===== src/rtl/video_stream_gen.sv =====
// Synthetic RGB test-pattern source: 2-clock pixel slots, programmable geometry,
// per-frame pattern latch and a wrapping frame counter.
module video_stream_gen #(
  parameter int unsigned DATA_WIDTH = 8,
  parameter int unsigned H_ACTIVE   = 640,
  parameter int unsigned H_BLANK    = 160,
  parameter int unsigned V_ACTIVE   = 480,
  parameter int unsigned V_BLANK    = 45
) (
  input  logic                  clk,
  input  logic                  rst_n,
  input  logic                  enable,
  input  logic [1:0]            pattern,
  output logic                  rgb_valid,
  output logic                  rgb_hsync,
  output logic                  rgb_vsync,
  output logic [DATA_WIDTH-1:0] r,
  output logic [DATA_WIDTH-1:0] g,
  output logic [DATA_WIDTH-1:0] b,
  output logic                  frame_done,
  output logic [15:0]           frame_cnt
);

  localparam int unsigned H_TOTAL = H_ACTIVE + H_BLANK;
  localparam int unsigned V_TOTAL = V_ACTIVE + V_BLANK;
  // Counters keep at least 4 bits so the checkerboard can always read bit 3.
  localparam int unsigned HW    = ($clog2(H_TOTAL) > 4) ? $clog2(H_TOTAL) : 4;
  localparam int unsigned VW    = ($clog2(V_TOTAL) > 4) ? $clog2(V_TOTAL) : 4;
  localparam int unsigned BAR_W = H_ACTIVE / 8;
  localparam int unsigned FCW   = 16;

  typedef enum logic [1:0] {S_IDLE, S_ACTIVE, S_VBLANK} state_e;

  state_e                state_q, state_d;
  logic                  phase_q, phase_d;
  logic [HW-1:0]         h_cnt_q, h_cnt_d;
  logic [VW-1:0]         v_cnt_q, v_cnt_d;
  logic [1:0]            pat_q, pat_d;
  logic [DATA_WIDTH-1:0] solid_q, solid_d;

  logic                  valid_q, valid_d;
  logic                  hsync_q, hsync_d;
  logic                  vsync_q, vsync_d;
  logic [DATA_WIDTH-1:0] r_q, r_d, g_q, g_d, b_q, b_d;
  logic                  fdone_q, fdone_d;
  logic [FCW-1:0]        fcnt_q, fcnt_d;

  logic line_end_c, last_act_line_c, last_line_c, frame_end_c, frame_start_c;

  assign line_end_c      = phase_q && (h_cnt_q == HW'(H_TOTAL - 1));
  assign last_act_line_c = (v_cnt_q == VW'(V_ACTIVE - 1));
  assign last_line_c     = (v_cnt_q == VW'(V_TOTAL - 1));
  assign frame_end_c     = (state_q == S_VBLANK) && line_end_c && last_line_c;
  assign frame_start_c   = enable && ((state_q == S_IDLE) || frame_end_c);

  always_ff @(posedge clk or negedge rst_n) begin
    if (!rst_n) state_q <= S_IDLE;
    else        state_q <= state_d;
  end

  always_comb begin
    state_d = state_q;
    unique case (state_q)
      S_IDLE:   if (enable) state_d = S_ACTIVE;
      S_ACTIVE: if (line_end_c && last_act_line_c) state_d = S_VBLANK;
      S_VBLANK: if (frame_end_c) state_d = enable ? S_ACTIVE : S_IDLE;
      default:  state_d = S_IDLE;
    endcase
  end

  // Slot/line counters plus per-frame latches of pattern and solid level.
  always_comb begin
    phase_d = phase_q;
    h_cnt_d = h_cnt_q;
    v_cnt_d = v_cnt_q;
    pat_d   = pat_q;
    solid_d = solid_q;
    if (state_q == S_IDLE) begin
      phase_d = 1'b0;
      h_cnt_d = '0;
      v_cnt_d = '0;
    end else begin
      phase_d = ~phase_q;
      if (phase_q) begin
        if (h_cnt_q == HW'(H_TOTAL - 1)) begin
          h_cnt_d = '0;
          v_cnt_d = last_line_c ? '0 : v_cnt_q + VW'(1);
        end else begin
          h_cnt_d = h_cnt_q + HW'(1);
        end
      end
    end
    if (frame_start_c) begin
      pat_d   = pattern;
      solid_d = DATA_WIDTH'(fcnt_d);
    end
  end

  // Output next-values: computed from the current slot, presented one clock later.
  always_comb begin
    logic                  act_slot;
    logic [2:0]            bar;
    logic [DATA_WIDTH-1:0] pr, pg, pb;
    act_slot = (state_q == S_ACTIVE) && (h_cnt_q < HW'(H_ACTIVE));
    bar      = 3'(h_cnt_q / HW'(BAR_W));
    pr       = '0;
    pg       = '0;
    pb       = '0;
    unique case (pat_q)
      2'd0: begin
        pr = {DATA_WIDTH{~bar[1]}};
        pg = {DATA_WIDTH{~bar[2]}};
        pb = {DATA_WIDTH{~bar[0]}};
      end
      2'd1: begin
        pr = DATA_WIDTH'(h_cnt_q);
        pg = DATA_WIDTH'(h_cnt_q);
        pb = DATA_WIDTH'(h_cnt_q);
      end
      2'd2: begin
        pr = {DATA_WIDTH{h_cnt_q[3] ^ v_cnt_q[3]}};
        pg = pr;
        pb = pr;
      end
      default: begin
        pr = solid_q;
        pg = solid_q;
        pb = solid_q;
      end
    endcase
    valid_d = act_slot && !phase_q;
    hsync_d = act_slot;
    vsync_d = (state_q == S_ACTIVE);
    r_d     = act_slot ? pr : '0;
    g_d     = act_slot ? pg : '0;
    b_d     = act_slot ? pb : '0;
    fdone_d = frame_end_c;
    fcnt_d  = fcnt_q + FCW'(frame_end_c);
  end

  always_ff @(posedge clk or negedge rst_n) begin
    if (!rst_n) begin
      phase_q <= 1'b0;
      h_cnt_q <= '0;
      v_cnt_q <= '0;
      pat_q   <= '0;
      solid_q <= '0;
      valid_q <= 1'b0;
      hsync_q <= 1'b0;
      vsync_q <= 1'b0;
      r_q     <= '0;
      g_q     <= '0;
      b_q     <= '0;
      fdone_q <= 1'b0;
      fcnt_q  <= '0;
    end else begin
      phase_q <= phase_d;
      h_cnt_q <= h_cnt_d;
      v_cnt_q <= v_cnt_d;
      pat_q   <= pat_d;
      solid_q <= solid_d;
      valid_q <= valid_d;
      hsync_q <= hsync_d;
      vsync_q <= vsync_d;
      r_q     <= r_d;
      g_q     <= g_d;
      b_q     <= b_d;
      fdone_q <= fdone_d;
      fcnt_q  <= fcnt_d;
    end
  end

  assign rgb_valid  = valid_q;
  assign rgb_hsync  = hsync_q;
  assign rgb_vsync  = vsync_q;
  assign r          = r_q;
  assign g          = g_q;
  assign b          = b_q;
  assign frame_done = fdone_q;
  assign frame_cnt  = fcnt_q;

endmodule


===== config.mk =====
export PLATFORM = sky130hd
export DESIGN_NAME = video_stream_gen
export DESIGN_NICKNAME = d
export VERILOG_FILES = /design/src/rtl/video_stream_gen.sv
export SDC_FILE = /design/constraint.sdc
export NUM_CORES = 1
export LEC_CHECK = 0
export ABC_AREA = 1
export CAP_MARGIN = 20
export CORE_UTILIZATION = 59
export DETAILED_ROUTE_END_ITERATION = 16
export PLACE_DENSITY = 0.84
export SYNTH_ARGS = -nofsm -noshare
export SYNTH_HDL_FRONTEND = slang
export SYNTH_SLANG_ARGS = --single-unit

===== constraint.sdc =====
create_clock -name clk -period 6.35 [get_ports clk]
set_input_delay 0.635 -clock clk [delete_from_list [all_inputs] [get_ports clk]]
set_output_delay 0.635 -clock clk [all_outputs]
set_load 0.03 [all_outputs]

After elaboration in Yosys (flattened, before gate mapping). Index checks and enable logic that the tools add are counted.

Add/sub/neg operators: 3. Div/mod/pow operators: 1. Order comparisons: 1. Eq/ne operators: 10. Multiplexer cells: 19. Bitwise logic cells: 5. Reductions and logical operators: 15.

Operators by type and width (number): $pmux W8 S3 (3); $mux W10 (7); $mux W8 (3); $add A10 B1 Y10 const B (2); $eq A10 B10 Y1 const B (2); $add A16 B1 Y16 (1); $div A10 B7 Y10 const B (1); $eq A10 B9 Y1 const B (1); $lt A10 B10 Y1 const B (1); $logic_and A1 B1 Y1 (7); $mux W2 (3); $pmux W2 S3 (1); $eq A2 B1 Y1 const B (2); $eq A2 B2 Y1 const B (2); $logic_not A2 Y1 (2); $ne A2 B2 Y1 const B (2); $not A1 Y1 (4); $reduce_bool A2 Y1 (2); $reduce_and A3 Y1 (1); $mux W1 (2); $ne A2 B1 Y1 const B (1); $reduce_and A2 Y1 (1); $logic_not A1 Y1 (1); $logic_or A1 B1 Y1 (1); $xor A1 B1 Y1 (1).

Flip-flop bits (word level): 77. Input bits: 5. Output and inout port bits: 44. Logic and storage cells: 68.

Depth between registers and ports, before layout.
Depth in word-level cells: 6. Gate-level depth with buffers: 16. Mapped depth without buffers: 16.

Least setup slack after synthesis. No wires, ideal clock.

Path kind: register to register. From: register h_cnt_q[0]. To: register fcnt_q[14], in the netlist frame_cnt[14]. Library setup time: 0.134 ns. Data arrival time: 2.569 ns. Required time: 6.216 ns. Path slack: 3.647 ns. Stages on the path, launching flop included: 16. Buffers on the path: 0. Clock period less this slack: 2.703 ns. Cell sequence: dfrtp_1 ha_1 nand2_1 nor2_2 inv_1 nor4_1 nand2_1 nor3b_1 ha_1 ha_1 nand3_1 nor3_2 nand3_1 nor3_2 nand4_1 xnor2_1.

Longest elaborated chain between the ends: 5.

RTL lines: start: declaration (RTL line 36) `logic [HW-1:0] h_cnt_q, h_cnt_d;`; start signal: assignment (RTL line 158) `h_cnt_q <= h_cnt_d;`; $eq A10 B10 Y1 (RTL line 50) `assign line_end_c = phase_q && (h_cnt_q == HW'(H_TOTAL - 1));`; $logic_and A1 B1 Y1 (RTL line 50); $logic_and A1 B1 Y1 (2 in series) (RTL line 53) `assign frame_end_c = (state_q == S_VBLANK) && line_end_c && last_line_c;`; via fdone_d (RTL line 45) `logic fdone_q, fdone_d;`; $add A16 B1 Y16 (RTL line 138) `fcnt_d = fcnt_q + FCW'(frame_end_c);`; via fcnt_d[14] (RTL line 46) `logic [FCW-1:0] fcnt_q, fcnt_d;`; end signal: assignment (RTL line 169) `fcnt_q <= fcnt_d;`; end: declaration (RTL line 46).

The timed path passes the listed nets, and every way through them passes these cells. A chain may end at the register's enable or synchronous reset.

Final worst setup path. Ends and elaborated chain as after synthesis.

==> reports/qor.csv <==
metric;value;unit
status;completed;
cts_buffer_depth;2;
pin_count;49;
grt_antenna_before_repair;0;
drive_gt1_share;11.21;%
fmax;301.7;MHz
critical_path_class;reg -> reg;
n_fill_cell;390;
hold_path.class;in -> async;
final_core_util;75.43;%
port_buffers;48;
viasPerCell;5.466;
fp.dieH;79.36;um
finClkSkew;8.095;ps
min_period;3314;ps
critPathSlowestCell;dfrtp_1;
antenna_cells;0;
drv_slew;0;
clk_pin_slew_worst_paths;80;ps
start_util;62.59;%
multi_input_area;1381;um^2
avgSynthCellArea;9.341;um^2
hpwlAfterDp;5116;um
worstPathRequired;6580;ps
final_nets;444;
cts_resized;0;
yosysWarnings;0;
grt_pass1_wl;12130;um
cts_tree;yes;
cts_inserted_buffers;9;
ys_seq_area_share;54.57;%
ant_nets;0;
setup_viol;0;
critPathMaxFanout;4;
syn-num-nets;389;
grt_util_all_layers;25.28;%
final_common_cell;dfrtp_1;
relSlewSlack;37.80;%
hold_viol;0;
cp-start-kind;flip-flop;
cp-end-kind;flip-flop;
final_cell_mix;dfrtp_1 (77), nand2_1 (68), inv_1 (47), clkdlybuf4s50_1 (47), o21ai_0 (28);
cp_cell_sequence;ha_1, nand2_1, nor2_2, inv_1, nor4_1, nand2_1, nor3b_1, ha_1, ha_1, nand3_1, nor3_2, nand3_1, nor3_2, nand4_1, xnor2_1;
syn_area;3531;um^2
min_period_over_period;52.19;%
holdWs;407.2;ps
maxCapViolCount;0;
crit_top_cell;ha_1;
ys_ff_latch;77;
wl;7258;um
tns;0;ps
gp_congestion;0.9205;
seqCellArea;1927;um^2
synthToLayoutAreaGrowth;20.52;%
cts_root_buffer;clkbuf_8;
htreeDepth;3;
fp.dieArea;6298;um^2
ir_worst_vdd;0.0001531;V
cts_sinks;77;
leakagePower;2.041;nW
arrival;3540;ps
cts-hold-fix-buffers;0;
grt_max_degree;78;
grt_pass1_vias;2683;
wl_per_cell;14.26;um
core;5642;um^2
p_per_area;201.2;nW/um^2
drt_iter0_drc;270;
clock_latency;340;ps
rows;27;
ys_types;35;
synth_cells;378;
vias;2782;
dr.pass1.iters;4;
drc;0;
die_w;79.36;um
slowest_delay;400;ps
max_slew.worst_pin.slew;933.1;ps
rsz0062_at_grt;no;
postCtsSetupRepairBufs;0;
grt_overflow;0;
-- where the power goes --
group / total [mW] / leakage [nW] / switching [mW] / internal (mW)
Clock: 0.355 / 0.0915 / 0.176 / 0.179
Combinational: 0.0111 / 0.945 / 0.00917 / 0.00198
Sequential: 0.490 / 1.00 / 0 / 0.490
-- kinds of logic after synthesis --
group,after synthesis,synth area share (%)
compound gates,73,11.94
xor+xnor,18,4.465
fa+ha+maj,6,2.126
buf+inv,55,6.307
flops,77,54.57
simple gates,149,20.59
-- registers in the layout, summed over array words and instances, names as in the netlist, 2 cells and up --
| signal | count |
|---|---|
| solid_q | 8 |
| v_cnt_q | 10 |
| pat_q | 2 |
| h_cnt_q | 10 |
| r | 8 |
| b | 8 |
| g | 8 |
| frame_cnt | 16 |
| state_q | 2 |
-- synthesized netlist by cell type --
master	n	area [um^2]
a211oi_1	1	7.510
nor4_2	1	12.51
nor4_1	3	18.77
nand3_2	4	40.04
a31oi_1	1	6.260
nand4_1	6	37.54
a21oi_1	24	120.1
buf_6	1	11.26
inv_1	47	176.4
nor2_2	3	18.77
nand3_1	24	120.1
nor2_4	3	33.78
o22ai_1	4	25.02
ha_1	6	75.07
nor3b_1	2	15.01
xnor2_1	3	26.28
o21a_1	1	7.510
o21ai_1	1	5.000
nor3_2	2	20.02
nand2_1	68	255.2
and3_1	1	6.260
dfrtp_1	77	1927
buf_4	2	15.01
o21ai_0	28	140.1
nor3_1	5	25.02
nand2_2	6	37.54
nor2_1	20	75.07
xor2_1	15	131.4
a22oi_1	2	15.01
a21oi_2	9	78.83
inv_2	4	15.01
buf_2	1	5.000
a21boi_0	1	7.510
nand2_4	1	11.26
a221oi_1	1	8.760
-- path summary, 6_finish.rpt --
check	startpoint	endpoint	slack, ps	depth (start not counted)
min	rst_n	h_cnt_q[6]	410	1
max reg2reg	h_cnt_q[0]	frame_cnt[14]	3040	15
max	h_cnt_q[0]	frame_cnt[14]	3040	15
max in group asynchronous	rst_n	rgb_valid	5310	1
min in group clk	solid_q[7]	solid_q[7]	480	2
min reg2reg	solid_q[7]	solid_q[7]	480	2
-- critical path, delay by kind of cell (launching register included) --
| family | cells | cell delay (ps) |
|---|---|---|
| and+or+nand+nor | 10 | 1960 |
| adders and majority gates | 3 | 650 |
| xor gates and xnor gates | 1 | 150 |
| DFF | 1 | 400 |
| buffers and inverters | 1 | 60 |
-- layer usage --
layer  share of wire (%)  routed length, um  track usage [%]
met1                  46               3356            34.13
met2                  47               3420            40.34
met4                 1.5                111            9.273
met3                 5.1                370            5.402
met5                   0                  0                0
-- per-stage QoR --
stage / instances / area [um^2] / power (mW) / worst slack [ps]
6_report: 509 / 4255 / 0.8562 / 3036
5_1_grt: 509 / 4255 / 0.8902 / 2774
4_1_cts: 509 / 4255 / 0.8622 / 3076
3_5_place_dp: 494 / 4068 / 0.5115 / 3122
3_3_place_gp: 494 / 4068 / 0.5112 / 3365
2_1_floorplan: 378 / 3531 / 0.4998 / 3647
-- final cells by class --
type                            instances  share of cell area, %
Timing Repair Buffer                   48                  11.23
Clock buffer                            9                  2.911
Clock inverter                          6                  1.500
Tap cell                               72                  2.117
Inverter                               51                  4.499
Sequential cell                        77                  45.28
Multi-Input combinational cell        246                  32.46
(Power assumes the default switching activity.)
